### config.mk
export PLATFORM = sky130hd
export DESIGN_NAME = reg_bank_arbiter_flat
export DESIGN_NICKNAME = d
export VERILOG_FILES = /design/src/rtl/reg_bank_arbiter_if.sv /design/src/rtl/reg_bank_arbiter.sv /design/src/flat_wrapper.sv
export SDC_FILE = /design/constraint.sdc
export NUM_CORES = 1
export LEC_CHECK = 0
export CORE_ASPECT_RATIO = 0.7
export CORE_MARGIN = 2
export CORE_UTILIZATION = 43
export CTS_CLUSTER_DIAMETER = 50
export DETAILED_ROUTE_END_ITERATION = 8
export PLACE_DENSITY_LB_ADDON = 0.08
export SLEW_MARGIN = 20
export SYNTH_ARGS = -nofsm -noshare
export SYNTH_HDL_FRONTEND = slang
export SYNTH_SLANG_ARGS = --single-unit
export TNS_END_PERCENT = 5
### constraint.sdc
create_clock -name clk -period 5.5 [get_ports clk]
set_input_delay 1.65 -clock clk [delete_from_list [all_inputs] [get_ports clk]]
set_output_delay 1.65 -clock clk [all_outputs]
set_load 0.05 [all_outputs]
### src/rtl/reg_bank_arbiter_if.sv
// Requester and register-bank signals shared by reg_bank_arbiter.
// Arbiter side uses the slave modport; requesters and bank use master.
interface reg_bank_arbiter_if #(
    parameter int DATA_W = 8,
    parameter int ADDR_W = 3
);
    logic              req_a;
    logic              req_b;
    logic              we_a;
    logic              we_b;
    logic [ADDR_W-1:0] rx_a;
    logic [ADDR_W-1:0] rx_b;
    logic [ADDR_W-1:0] ry_a;
    logic [ADDR_W-1:0] ry_b;
    logic [DATA_W-1:0] wd_a;
    logic [DATA_W-1:0] wd_b;

    logic              gnt_a;
    logic              gnt_b;
    logic              done_a;
    logic              done_b;
    logic [DATA_W-1:0] rdx_a;
    logic [DATA_W-1:0] rdy_a;
    logic [DATA_W-1:0] rdx_b;
    logic [DATA_W-1:0] rdy_b;
    logic              busy;

    logic [2*ADDR_W-1:0] Sel_reg;
    logic                W;
    logic [DATA_W-1:0]   DW;
    logic [DATA_W-1:0]   Rx;
    logic [DATA_W-1:0]   Ry;

    modport master (
        output req_a, req_b, we_a, we_b,
        output rx_a, rx_b, ry_a, ry_b,
        output wd_a, wd_b,
        input  gnt_a, gnt_b, done_a, done_b,
        input  rdx_a, rdy_a, rdx_b, rdy_b,
        input  busy,
        input  Sel_reg, W, DW,
        output Rx, Ry
    );

    modport slave (
        input  req_a, req_b, we_a, we_b,
        input  rx_a, rx_b, ry_a, ry_b,
        input  wd_a, wd_b,
        output gnt_a, gnt_b, done_a, done_b,
        output rdx_a, rdy_a, rdx_b, rdy_b,
        output busy,
        output Sel_reg, W, DW,
        input  Rx, Ry
    );
endinterface

### src/rtl/reg_bank_arbiter.sv
// Two-requester register-bank arbiter: IDLE -> ACCESS -> DONE per transaction.
// Define ARB_RR_EN for round-robin ties; otherwise requester A has fixed priority.
module reg_bank_arbiter #(
    parameter int DATA_W = 8,
    parameter int ADDR_W = 3
) (
    input logic               clk,
    input logic               rst,
    reg_bank_arbiter_if.slave bus
);
    typedef enum logic [1:0] {
        IDLE,
        ACCESS,
        DONE
    } state_t;

    state_t state_q;
    state_t state_d;

    logic              grant_a;
    logic              grant_b;
    logic              pick_a;
    logic              owner_b_q;
    logic              sel_we;
    logic [ADDR_W-1:0] sel_x;
    logic [ADDR_W-1:0] sel_y;
    logic [DATA_W-1:0] sel_wd;

`ifdef ARB_RR_EN
    // Pointer remembers the last winner; reset as "B last" so A takes the first tie.
    logic last_b_q;

    always_ff @(posedge clk or posedge rst) begin
        if (rst) begin
            last_b_q <= 1'b1;
        end else if (grant_a || grant_b) begin
            last_b_q <= grant_b;
        end
    end

    assign pick_a = bus.req_a & (~bus.req_b | last_b_q);
`else
    assign pick_a = bus.req_a;
`endif

    always_ff @(posedge clk or posedge rst) begin
        if (rst) begin
            state_q <= IDLE;
        end else begin
            state_q <= state_d;
        end
    end

    always_comb begin
        state_d = state_q;
        grant_a = 1'b0;
        grant_b = 1'b0;
        unique case (state_q)
            IDLE: begin
                if (bus.req_a || bus.req_b) begin
                    state_d = ACCESS;
                    grant_a = pick_a;
                    grant_b = ~pick_a;
                end
            end
            ACCESS:  state_d = DONE;
            DONE:    state_d = IDLE;
            default: state_d = IDLE;
        endcase
    end

    always_comb begin
        sel_we = grant_b ? bus.we_b : bus.we_a;
        sel_x  = grant_b ? bus.rx_b : bus.rx_a;
        sel_y  = grant_b ? bus.ry_b : bus.ry_a;
        sel_wd = grant_b ? bus.wd_b : bus.wd_a;
    end

    assign bus.busy = (state_q != IDLE);

    // Bank-facing outputs are only non-zero during ACCESS; async reset kills W at once.
    always_ff @(posedge clk or posedge rst) begin
        if (rst) begin
            bus.gnt_a   <= 1'b0;
            bus.gnt_b   <= 1'b0;
            bus.done_a  <= 1'b0;
            bus.done_b  <= 1'b0;
            bus.W       <= 1'b0;
            bus.Sel_reg <= '0;
            bus.DW      <= '0;
            owner_b_q   <= 1'b0;
        end else begin
            bus.gnt_a  <= grant_a;
            bus.gnt_b  <= grant_b;
            bus.done_a <= (state_q == ACCESS) & ~owner_b_q;
            bus.done_b <= (state_q == ACCESS) & owner_b_q;
            if (grant_a || grant_b) begin
                owner_b_q <= grant_b;
                bus.W     <= sel_we;
                if (sel_we) begin
                    bus.Sel_reg <= {{ADDR_W{1'b0}}, sel_y};
                    bus.DW      <= sel_wd;
                end else begin
                    bus.Sel_reg <= {sel_x, sel_y};
                    bus.DW      <= '0;
                end
            end else begin
                bus.W       <= 1'b0;
                bus.Sel_reg <= '0;
                bus.DW      <= '0;
            end
        end
    end

    always_ff @(posedge clk or posedge rst) begin
        if (rst) begin
            bus.rdx_a <= '0;
            bus.rdy_a <= '0;
            bus.rdx_b <= '0;
            bus.rdy_b <= '0;
        end else if (state_q == ACCESS && !bus.W) begin
            if (owner_b_q) begin
                bus.rdx_b <= bus.Rx;
                bus.rdy_b <= bus.Ry;
            end else begin
                bus.rdx_a <= bus.Rx;
                bus.rdy_a <= bus.Ry;
            end
        end
    end
endmodule

### src/flat_wrapper.sv
// flat-port wrapper written by rule: the top's interface ports become plain ports
module reg_bank_arbiter_flat 
#(
    parameter int DATA_W = 8,
    parameter int ADDR_W = 3
)
  (clk, rst, bus_req_a, bus_req_b, bus_we_a, bus_we_b, bus_rx_a, bus_rx_b, bus_ry_a, bus_ry_b, bus_wd_a, bus_wd_b, bus_gnt_a, bus_gnt_b, bus_done_a, bus_done_b, bus_rdx_a, bus_rdy_a, bus_rdx_b, bus_rdy_b, bus_busy, bus_Sel_reg, bus_W, bus_DW, bus_Rx, bus_Ry);
  reg_bank_arbiter_if #(.DATA_W(DATA_W), .ADDR_W(ADDR_W)) bus_i ();
  input logic clk;
  input logic rst;
  input wire logic [$bits(bus_i.req_a)-1:0] bus_req_a;
  input wire logic [$bits(bus_i.req_b)-1:0] bus_req_b;
  input wire logic [$bits(bus_i.we_a)-1:0] bus_we_a;
  input wire logic [$bits(bus_i.we_b)-1:0] bus_we_b;
  input wire logic [$bits(bus_i.rx_a)-1:0] bus_rx_a;
  input wire logic [$bits(bus_i.rx_b)-1:0] bus_rx_b;
  input wire logic [$bits(bus_i.ry_a)-1:0] bus_ry_a;
  input wire logic [$bits(bus_i.ry_b)-1:0] bus_ry_b;
  input wire logic [$bits(bus_i.wd_a)-1:0] bus_wd_a;
  input wire logic [$bits(bus_i.wd_b)-1:0] bus_wd_b;
  output wire logic [$bits(bus_i.gnt_a)-1:0] bus_gnt_a;
  output wire logic [$bits(bus_i.gnt_b)-1:0] bus_gnt_b;
  output wire logic [$bits(bus_i.done_a)-1:0] bus_done_a;
  output wire logic [$bits(bus_i.done_b)-1:0] bus_done_b;
  output wire logic [$bits(bus_i.rdx_a)-1:0] bus_rdx_a;
  output wire logic [$bits(bus_i.rdy_a)-1:0] bus_rdy_a;
  output wire logic [$bits(bus_i.rdx_b)-1:0] bus_rdx_b;
  output wire logic [$bits(bus_i.rdy_b)-1:0] bus_rdy_b;
  output wire logic [$bits(bus_i.busy)-1:0] bus_busy;
  output wire logic [$bits(bus_i.Sel_reg)-1:0] bus_Sel_reg;
  output wire logic [$bits(bus_i.W)-1:0] bus_W;
  output wire logic [$bits(bus_i.DW)-1:0] bus_DW;
  input wire logic [$bits(bus_i.Rx)-1:0] bus_Rx;
  input wire logic [$bits(bus_i.Ry)-1:0] bus_Ry;
  assign bus_i.req_a = bus_req_a;
  assign bus_i.req_b = bus_req_b;
  assign bus_i.we_a = bus_we_a;
  assign bus_i.we_b = bus_we_b;
  assign bus_i.rx_a = bus_rx_a;
  assign bus_i.rx_b = bus_rx_b;
  assign bus_i.ry_a = bus_ry_a;
  assign bus_i.ry_b = bus_ry_b;
  assign bus_i.wd_a = bus_wd_a;
  assign bus_i.wd_b = bus_wd_b;
  assign bus_gnt_a = bus_i.gnt_a;
  assign bus_gnt_b = bus_i.gnt_b;
  assign bus_done_a = bus_i.done_a;
  assign bus_done_b = bus_i.done_b;
  assign bus_rdx_a = bus_i.rdx_a;
  assign bus_rdy_a = bus_i.rdy_a;
  assign bus_rdx_b = bus_i.rdx_b;
  assign bus_rdy_b = bus_i.rdy_b;
  assign bus_busy = bus_i.busy;
  assign bus_Sel_reg = bus_i.Sel_reg;
  assign bus_W = bus_i.W;
  assign bus_DW = bus_i.DW;
  assign bus_i.Rx = bus_Rx;
  assign bus_i.Ry = bus_Ry;
  reg_bank_arbiter #(.DATA_W(DATA_W), .ADDR_W(ADDR_W)) u_core (.clk(clk), .rst(rst), .bus(bus_i));
endmodule
Word-level counts from Yosys, hierarchy flattened
Index checks and enable logic that the tools add are counted.
{ "classes": {"addsub": 0, "n_mul": 0, "div_mod_pow": 0, "magnitude_cmp": 0, "eq_ne": 2, "shift": 0, "mux": 15, "n_bitwise": 4, "reduce_logical": 8} }
{ "op_table": {"columns": ["cell", "n"], "rows": [
  ["2-to-1 mux 8 bit", 3],
  ["2-to-1 mux 6 bit", 2],
  ["2-to-1 mux 1 bit", 6],
  ["2-to-1 mux 3 bit", 2],
  ["case mux 2 bit (2 select lines)", 1],
  ["AND reduction 2 bit", 2],
  ["AND 1 bit", 2],
  ["equality test 2 x 1 -> 1 bit, second input constant", 1],
  ["logical NOT 2 bit", 1],
  ["logical OR 1 bit", 2],
  ["2-to-1 mux 2 bit", 1],
  ["!= test 2 x 1 -> 1 bit, second input constant", 1],
  ["inverter 1 bit", 2],
  ["nonzero test 2 bit", 1],
  ["logical AND 1 bit", 1],
  ["logical NOT 1 bit", 1]
]} }
{ "word_totals": {"reg_bits": 54, "latchBits": 0, "ram_bits": 0, "mem_bits_ro": 0, "inputBits": 50, "out_inout_bits": 52, "wordCells": 42, "mem_count": 0} }

Longest topological paths before layout
Gate-level depths: netlist (run 1).
{ "logic_depth": {"depth_word": 6, "mapped_depth": 5, "depth_no_buf": 4} }

Least setup slack after synthesis (run 1)
OpenSTA, ideal clock, no wires.
{ "synth_timing": {"kind": "input to register", "from": "input port bus_req_a", "to": "register u_core.bus.DW[0]", "setup_time_ns": 0.134, "arrival_ns": 2.436, "required_ns": 5.366, "slack_ns": 2.930, "stages": 4, "n_path_buf": 1, "path_cell_list": "or4b_4 > buf_2 > nand2_1 > a21oi_1"} }
{ "synth_between": {"elab_chain_cells": 6, "word_cells_on_any_way": 11, "classes_between": "mux (8); bitwise (1); reduce/logical (2)"} }
{ "synth_lines": {"columns": ["item", "line", "rtl"], "rows": [
  ["from (decl)", "flat_wrapper.sv:11", "input wire logic [$bits(bus_i.req_a)-1:0] bus_req_a;"],
  ["logical OR 1 bit / inverter 1 bit (equally long branches)", "reg_bank_arbiter.sv:60, reg_bank_arbiter.sv:63", null],
  ["2-to-1 mux 1 bit", "reg_bank_arbiter.sv:60", "if (bus.req_a || bus.req_b) begin"],
  ["2-to-1 mux 1 bit", "reg_bank_arbiter.sv:58", "unique case (state_q)"],
  ["2-to-1 mux 8 bit / 2-to-1 mux 1 bit (equally long branches)", "reg_bank_arbiter.sv:76, reg_bank_arbiter.sv:73", null],
  ["2-to-1 mux 8 bit", "reg_bank_arbiter.sv:100", "if (sel_we) begin"],
  ["2-to-1 mux 8 bit (*)", "reg_bank_arbiter.sv:97", "if (grant_a || grant_b) begin"],
  ["to (signal assigned)", "reg_bank_arbiter.sv:102", "bus.DW <= sel_wd;"],
  ["to (decl)", "reg_bank_arbiter_if.sv:52", "output Sel_reg, W, DW,"]
]} }
Every way passes the cells marked *; elsewhere a longest branch is shown, timed or not.
A chain may end at the register's enable or synchronous reset.

Final worst setup path (run 1)
{ "layout_timing": {"from": "register u_core.state_q[0]", "to": "output port bus_busy"} }
{ "layout_between": {"elab_chain_cells": 1} }
{ "layout_lines": {"columns": ["item", "line", "rtl"], "rows": [
  ["from (decl)", "reg_bank_arbiter.sv:17", "state_t state_q;"],
  ["from (signal assigned)", "reg_bank_arbiter.sv:50", "state_q <= state_d;"],
  ["nonzero test 2 bit", "reg_bank_arbiter.sv:79", "assign bus.busy = (state_q != IDLE);"],
  ["to (decl)", "flat_wrapper.sv:29", "output wire logic [$bits(bus_i.busy)-1:0] bus_busy;"]
]} }
No other way between the ends.

==> results.rst, run 1 <==
.. list-table::
   :header-rows: 1

   * - Metric
     - Value
   * - Count of endpoints failing setup in the final report
     - 0
   * - Comb pwr share
     - 57.2%
   * - Power per cell area
     - 646 nW/um2
   * - Post-Route Skew
     - 0.00949 ns
   * - Number of port buffers
     - 101
   * - Std cell rows
     - 21
   * - Final nets
     - 307
   * - Avg Synthesized Cell Area
     - 13.4 um2
   * - Fraction of synthesized cell area taken by the top area cell type
     - 64.9%
   * - H-tree lvl count
     - 2
   * - Wire length on met2
     - 2000 um
   * - GRT Overall Usage
     - 18.1%
   * - Wl on met1
     - 2160 um
   * - Clock Tree Buf Depth
     - 2
   * - WS Path Type
     - reg -> out
   * - Post-CTS setup-driven buffer insertion count
     - 0
   * - Register area share after synthesis
     - 64.9%
   * - Cells resized by post-CTS repair
     - 0
   * - Top metal layer carrying routed signals
     - met4
   * - Share of async-settable or async-resettable flops after synthesis
     - 100%
   * - Total grt overflow
     - 0
   * - Crit path required time
     - 3.85 ns
   * - Register clock-pin slew on the reported worst setup and hold paths
     - 0.10 ns
   * - Rel. slew slack
     - 44.7%
   * - Detail Placement HPWL
     - 3280 um
   * - Run status
     - complete, no violations
   * - Final TNS setup
     - 0 ns
   * - Maximum operating frequency
     - 0.289 GHz
   * - Clock root buffer
     - sky130_fd_sc_hd__clkbuf_8
   * - Slew at the pin with the worst max-slew slack
     - 0.827 ns
   * - DR iter-0 viols
     - 49
   * - VDD IR-drop max
     - 0.388 mV
   * - Internal
     - 0.00112 W
   * - CORE AREA
     - 4730 um2
   * - Routability cong.
     - 0.785
   * - Number of enable-type register cells in the synthesized netlist
     - 0
   * - Wire length of the first global-routing pass
     - 7570 um
   * - Y dimension of the die
     - 62.2 um
   * - Area growth, synth to finish
     - 55.3%
   * - Number of routed nets with antenna violations
     - 0
   * - Clk pwr share
     - 12.1%
   * - Via count of the first global-routing pass
     - 1595
   * - Netlist area before placement
     - 2080 um2
   * - Number of max-cap violations
     - 0
   * - Total of warnings raised by yosys
     - 0
   * - Crit path capture type
     - output pin
   * - Count of vias placed by the detailed router
     - 1482
   * - Top-count cell post-synth
     - sky130_fd_sc_hd__dfrtp_1
   * - Num ports
     - 102
   * - CP startpoint kind
     - flip-flop
   * - Commonest cells post-synth
     - sky130_fd_sc_hd__dfrtp_1, sky130_fd_sc_hd__mux2_2, sky130_fd_sc_hd__nand2_1
   * - Antenna violations before repair
     - 0
   * - LEAKAGE
     - 1.39 nW
   * - Final worst hold slack
     - 0.495 ns
   * - Hold buffers post-CTS
     - 0
   * - Worst hold path type
     - reg -> reg
   * - Clock tree from TritonCTS
     - yes
   * - Final Max Tran Viols
     - 0
   * - Full die area
     - 5420 um2
   * - Net count after synthesis
     - 205
   * - Min Tclk post-route
     - 3.46 ns
   * - Area leader, netlist
     - sky130_fd_sc_hd__dfrtp_1
   * - Routed length on met3
     - 342 um
   * - Ys flop type
     - sky130_fd_sc_hd__dfrtp_1
   * - Fraction of layout cells with a size suffix above 1
     - 17.4%
   * - DR pass1 iterations
     - 4
   * - Final standard cell area without fillers
     - 3230 um2
   * - Sequential cell fraction of total power
     - 30.7%
   * - Net switching power
     - 0.000967 W
   * - Total routed wirelength
     - 4540 um
   * - Sink Count
     - 54
   * - Detailed-route vias per instance
     - 4.70
   * - Cell variety after synth
     - 22
   * - Largest net degree at the start of global routing
     - 55
   * - DRC Markers
     - 0
   * - Switching power as a share of total power
     - 46.3%
   * - Hold violation count in the final report
     - 0
   * - Worst skew pair latency
     - 0.31 ns
   * - Die X
     - 87.2 um
   * - Placed cell area
     - 3120 um2
   * - Effective utilization at floorplan
     - 44.0%
   * - Largest cells by area after synthesis
     - sky130_fd_sc_hd__dfrtp_1, sky130_fd_sc_hd__mux2_2, sky130_fd_sc_hd__nand2_1
   * - Part of the cycle the worst path needs
     - 63.0%
   * - Highest net fanout along the worst path
     - 6
   * - Number of antenna cells inserted
     - 0
   * - Signal arrival time at the worst endpoint
     - 1.81 ns
   * - Number of buffers inserted during clock tree synthesis
     - 5
   * - Wire length per cell
     - 14.4 um
   * - Number of cells produced by synthesis
     - 155
   * - Unrepaired setup endpoints after global routing
     - no
   * - FF+latch count, synth
     - 54
path summary, 6_finish.rpt:
path | from | end | slack, ns | depth (start not counted)
max | u_core.state_q[0]$_DFFE_PP0P_ | bus_busy | 2.04 | 3
min | u_core.bus.rdx_a[6]$_DFFE_PP0P_ | u_core.bus.rdx_a[6]$_DFFE_PP0P_ | 0.49 | 1
max reg2reg | u_core.state_q[1]$_DFFE_PP0P_ | u_core.bus.rdx_a[4]$_DFFE_PP0P_ | 3.73 | 3
min reg2reg | u_core.bus.rdx_a[6]$_DFFE_PP0P_ | u_core.bus.rdx_a[6]$_DFFE_PP0P_ | 0.49 | 1
max in group asynchronous | rst | u_core.bus.rdy_b[1]$_DFFE_PP0P_ | 3.29 | 2
min in group asynchronous | rst | u_core.bus.rdx_a[1]$_DFFE_PP0P_ | 1.78 | 2
metal layers:
| layer | GRT usage [%] | vias to the layer above |
|---|---|---|
| met3 | 6.38 | 5 |
| li1 | - | 718 |
| met4 | 5.19 | 0 |
| met1 | 24.2 | 701 |
| met2 | 27.9 | 58 |
| met5 | 0 | - |
worst max-delay path, cell delays in order (launching register included):
cell                              delay (ns)
sky130_fd_sc_hd__dfrtp_1                0.43
sky130_fd_sc_hd__nor2_1                 0.09
sky130_fd_sc_hd__inv_1                  0.16
sky130_fd_sc_hd__clkdlybuf4s50_1        0.84
power by group through the flow:
| stage | Clock [W] | Sequential, W | Combinational (W) |
|---|---|---|---|
| final | 0.000253 | 0.000642 | 0.00120 |
| after global routing | 0.000277 | 0.000664 | 0.00125 |
| after CTS | 0.000259 | 0.000644 | 0.00120 |
| after detailed placement | 0 | 0.000650 | 0.00120 |
| after global placement | 0 | 0.000647 | 0.00119 |
| after floorplan | 0 | 0.00118 | 0.000275 |
through the flow:
stage / std cells / setup WS (ns) / power, W / util (%)
floorplan: 155 / 2.54 / 0.00145 / -
global placement: 307 / 2.17 / 0.00184 / 66.0
detailed placement: 307 / 2.12 / 0.00185 / 66.1
CTS: 315 / 2.02 / 0.00211 / 68.4
global route: 315 / 1.93 / 0.00219 / 68.4
finish: 315 / 2.04 / 0.00209 / 68.4
area by class of cell:
cell class	instances	area, um2
fill	342	1500
timing repair buffer	101	1010
multi-input combinational	89	666
clock buffer	8	110
inverter	6	25.0
sequential	54	1350
tap	57	71.3
kinds of logic (layout without fill, tap and decap cells):
logic type	Yosys count	in the layout	synth area share, %
flip-flops	54	54	64.9
AND/OR/NAND/NOR	40	40	10.1
multiplexers	32	32	17.3
AO/OA/AOI/OAI	17	17	4.57
buffers and inverters	12	115	3.12
placed cells by master, fill, tap and decap left out:
cell type / synthesis / routed
sky130_fd_sc_hd__dfrtp_1: 54 / 54
sky130_fd_sc_hd__clkdlybuf4s50_1: 0 / 101
sky130_fd_sc_hd__nor3b_1: 1 / 1
sky130_fd_sc_hd__nor2b_1: 2 / 2
sky130_fd_sc_hd__nor2_1: 8 / 8
sky130_fd_sc_hd__nand3b_1: 1 / 1
sky130_fd_sc_hd__inv_2: 2 / 2
sky130_fd_sc_hd__nand2b_4: 1 / 1
sky130_fd_sc_hd__inv_1: 4 / 3
sky130_fd_sc_hd__a21o_1: 1 / 1
sky130_fd_sc_hd__and2_1: 1 / 1
sky130_fd_sc_hd__mux2_1: 2 / 2
sky130_fd_sc_hd__mux2_2: 30 / 30
sky130_fd_sc_hd__inv_4: 0 / 1
sky130_fd_sc_hd__or4b_4: 1 / 1
sky130_fd_sc_hd__a21oi_1: 11 / 11
sky130_fd_sc_hd__o21ai_0: 2 / 2
sky130_fd_sc_hd__nand2_1: 23 / 23
sky130_fd_sc_hd__a22oi_1: 3 / 3
sky130_fd_sc_hd__clkbuf_8: 0 / 8
sky130_fd_sc_hd__nor3_4: 2 / 2
No activity file was read; power rests on OpenSTA's default activity.
==> inputs of run 2 (changes only) <==
- CORE_UTILIZATION: 43 -> 40
- clock period: 5.5 -> 3.2 ns (I/O delays scaled with it)
==> run 2 against run 1 <==
Worst setup slack worse by 1.6 ns. Power is 67% higher. Core utilization fell by 2.2 points. Sequential cell count stayed put. Global-route usage down 2.2 points. Largest cell class unchanged. Clock skew fell by 0.0035 ns.
==> results.rst, run 2 (synthesis results as in run 1) <==
.. list-table::
   :header-rows: 1

   * - Metric
     - Value
   * - Worst hold path type
     - reg -> reg (unchanged)
   * - Post-Route Skew
     - 0.00596 ns (was 0.00949 ns)
   * - Number of antenna cells inserted
     - 0 (unchanged)
   * - Worst skew pair latency
     - 0.29 ns (was 0.31 ns)
   * - Clock tree from TritonCTS
     - yes (unchanged)
   * - H-tree lvl count
     - 2 (unchanged)
   * - Full die area
     - 5810 um2 (was 5420 um2)
   * - Wire length per cell
     - 13.7 um (was 14.4 um)
   * - Count of endpoints failing setup in the final report
     - 0 (unchanged)
   * - Placed cell area
     - 3160 um2 (was 3120 um2)
   * - Highest net fanout along the worst path
     - 6 (unchanged)
   * - Number of port buffers
     - 101 (unchanged)
   * - Rel. slew slack
     - 45.4% (was 44.7%)
   * - CP startpoint kind
     - flip-flop (unchanged)
   * - Top delay family on crit path
     - buffers and inverters (unchanged)
   * - Wire length of the first global-routing pass
     - 7230 um (was 7570 um)
   * - DR pass1 iterations
     - 4 (unchanged)
   * - Area growth, synth to finish
     - 55.3% (about the same)
   * - Most common cell after layout, fill and taps aside
     - sky130_fd_sc_hd__clkdlybuf4s50_1 (unchanged)
   * - Number of routed nets with antenna violations
     - 0 (unchanged)
   * - Hold buffers post-CTS
     - 0 (unchanged)
   * - Routability cong.
     - 0.760 (was 0.785)
   * - Power after layout
     - 0.00350 W (was 0.00209 W)
   * - Detail Placement HPWL
     - 3370 um (was 3280 um)
   * - Slowest cell delay on critical path
     - 0.83 ns (was 0.84 ns)
   * - Effective utilization at floorplan
     - 42.6% (was 44.0%)
   * - Clock root buffer
     - sky130_fd_sc_hd__clkbuf_8 (unchanged)
   * - Critical path buffers and inverters
     - 2 (unchanged)
   * - Via count of the first global-routing pass
     - 1533 (was 1595)
   * - Final Max Tran Viols
     - 0 (unchanged)
   * - Register clock-pin slew on the reported worst setup and hold paths
     - 0.08 ns (was 0.10 ns)
   * - Final standard cell area without fillers
     - 3230 um2 (about the same)
   * - Number of fillers in the final layout
     - 395 (was 342)
   * - CORE AREA
     - 4890 um2 (was 4730 um2)
   * - Clock Tree Buf Depth
     - 2 (unchanged)
   * - Post-CTS setup-driven buffer insertion count
     - 0 (unchanged)
   * - Leading cell types in the layout, fill and taps excluded
     - sky130_fd_sc_hd__clkdlybuf4s50_1, sky130_fd_sc_hd__dfrtp_1, sky130_fd_sc_hd__mux2_2 (unchanged)
   * - Switching power as a share of total power
     - 46.6% (was 46.3%)
   * - Run status
     - complete, no violations (unchanged)
   * - DR iter-0 viols
     - 35 (was 49)
   * - Final TNS setup
     - 0 ns (unchanged)
   * - Number of buffers inserted during clock tree synthesis
     - 5 (unchanged)
   * - Net switching power
     - 0.00163 W (was 0.000967 W)
   * - GRT Overall Usage
     - 15.9% (was 18.1%)
   * - PnR worst setup slack
     - 0.456 ns (was 2.04 ns)
   * - Count of vias placed by the detailed router
     - 1514 (was 1482)
   * - Min Tclk post-route
     - 2.74 ns
   * - Crit path required time
     - 2.24 ns (was 3.85 ns)
   * - Internal
     - 0.00187 W (was 0.00112 W)
   * - List of cells traversed by the critical path
     - nor2_1, inv_1, clkdlybuf4s50_1 (unchanged)
   * - Part of the cycle the worst path needs
     - 85.8%
   * - Total grt overflow
     - 0 (unchanged)
   * - Hold violation count in the final report
     - 0 (unchanged)
   * - Largest net degree at the start of global routing
     - 29 (was 55)
   * - DRC Markers
     - 0 (unchanged)
   * - Sequential cell fraction of total power
     - 31.3% (was 30.7%)
   * - Die X
     - 90.2 um (was 87.2 um)
   * - Maximum operating frequency
     - 0.364 GHz
   * - Final nets
     - 308 (was 307)
   * - Unrepaired setup endpoints after global routing
     - no (unchanged)
   * - Fraction of layout cells with a size suffix above 1
     - 16.7% (was 17.4%)
   * - Power per cell area
     - 1080 nW/um2 (was 646 nW/um2)
   * - Dpl ws
     - 0.486 ns (was 2.12 ns)
   * - Signal arrival time at the worst endpoint
     - 1.78 ns (was 1.81 ns)
   * - Number of max-cap violations
     - 0 (unchanged)
   * - Detailed-route vias per instance
     - 4.63 (was 4.70)
   * - LEAKAGE
     - 1.38 nW (was 1.39 nW)
   * - Crit path capture type
     - output pin (unchanged)
   * - Slew at the pin with the worst max-slew slack
     - 0.817 ns (was 0.827 ns)
   * - Y dimension of the die
     - 64.4 um (was 62.2 um)
   * - WS Path Type
     - reg -> out (unchanged)
   * - Std cell rows
     - 21 (unchanged)
   * - Final worst hold slack
     - 0.494 ns (was 0.495 ns)
   * - VDD IR-drop max
     - 0.697 mV (was 0.388 mV)
   * - Antenna violations before repair
     - 0 (unchanged)
   * - Comb pwr share
     - 58.8% (was 57.2%)
   * - Num ports
     - 102 (unchanged)
   * - Sink Count
     - 54 (unchanged)
   * - Total routed wirelength
     - 4480 um (was 4540 um)
   * - Cells resized by post-CTS repair
     - 0 (unchanged)
   * - Master of the slowest instance on the critical path
     - sky130_fd_sc_hd__clkdlybuf4s50_1 (unchanged)
   * - Clk pwr share
     - 9.8% (was 12.1%)
==> run 2: changes by cell type in the layout (fill, tap and decap cells not counted) <==
| cell | previous run | this run |
|---|---|---|
| sky130_fd_sc_hd__inv_2 | 2 | 3 |
| sky130_fd_sc_hd__clkbuf_8 | 8 | 5 |
| sky130_fd_sc_hd__clkbuf_1 | 0 | 2 |
| sky130_fd_sc_hd__buf_12 | 0 | 1 |
| sky130_fd_sc_hd__inv_4 | 1 | 0 |
==> run 2: area by class of cell <==
type / count / area, um2 / area share [%]
inverter: 6 / 22.5 / 0.697
tap: 69 / 86.3 / 2.67
sequential: 54 / 1350 / 41.8
clock buffer: 7 / 76.3 / 2.36
multi-input combinational: 89 / 666 / 20.6
timing repair buffer: 102 / 1030 / 31.9
==> run 2: power groups by stage <==
stage               sequential, W  combinational (W)  clock (W)
floorplan                 0.00202           0.000473          0
global placement          0.00110            0.00206          0
detailed placement        0.00111            0.00207          0
CTS                       0.00110            0.00208   0.000362
global route              0.00113            0.00214   0.000386
finish                    0.00109            0.00206   0.000344
==> run 2: final timing paths <==
check                                                 from                         endpoint  slack [ns]  cells past startpoint
setup reg to reg             u_core.state_q[1]$_DFFE_PP0P_  u_core.bus.rdy_a[3]$_DFFE_PP0P_        1.45                      3
min in group asynchronous                              rst  u_core.bus.rdy_a[6]$_DFFE_PP0P_        1.03                      2
setup / recovery             u_core.state_q[0]$_DFFE_PP0P_                         bus_busy        0.46                      3
hold reg to reg            u_core.bus.rdx_a[6]$_DFFE_PP0P_  u_core.bus.rdx_a[6]$_DFFE_PP0P_        0.49                      1
hold / removal             u_core.bus.rdx_a[6]$_DFFE_PP0P_  u_core.bus.rdx_a[6]$_DFFE_PP0P_        0.49                      1
max in group asynchronous                              rst    u_core.state_q[0]$_DFFE_PP0P_        1.63                      3
==> run 2: worst reg2reg max path, delay by kind of cell, from the launching register on <==
family	cells	cell delay (ns)
flops	1	0.41
mux	1	0.41
simple gates	2	0.82
==> run 2: metal layers <==
metal | track usage [%] | part of all wire (%) | vias up | wire [um]
met5 | 0 | 0 | - | 0
met4 | 5.19 | 0.63 | 0 | 28
met3 | 5.07 | 7.1 | 2 | 316
met2 | 26.0 | 47 | 54 | 2100
met1 | 20.3 | 45 | 731 | 2030
li1 | - | - | 727 | -
==> run 2: through the flow <==
stage          instances  util (%)
6_report             327      66.2
5_1_grt              327      66.2
4_1_cts              327      66.2
3_5_place_dp         320      64.6
3_3_place_gp         320      64.6
2_1_floorplan        155         -
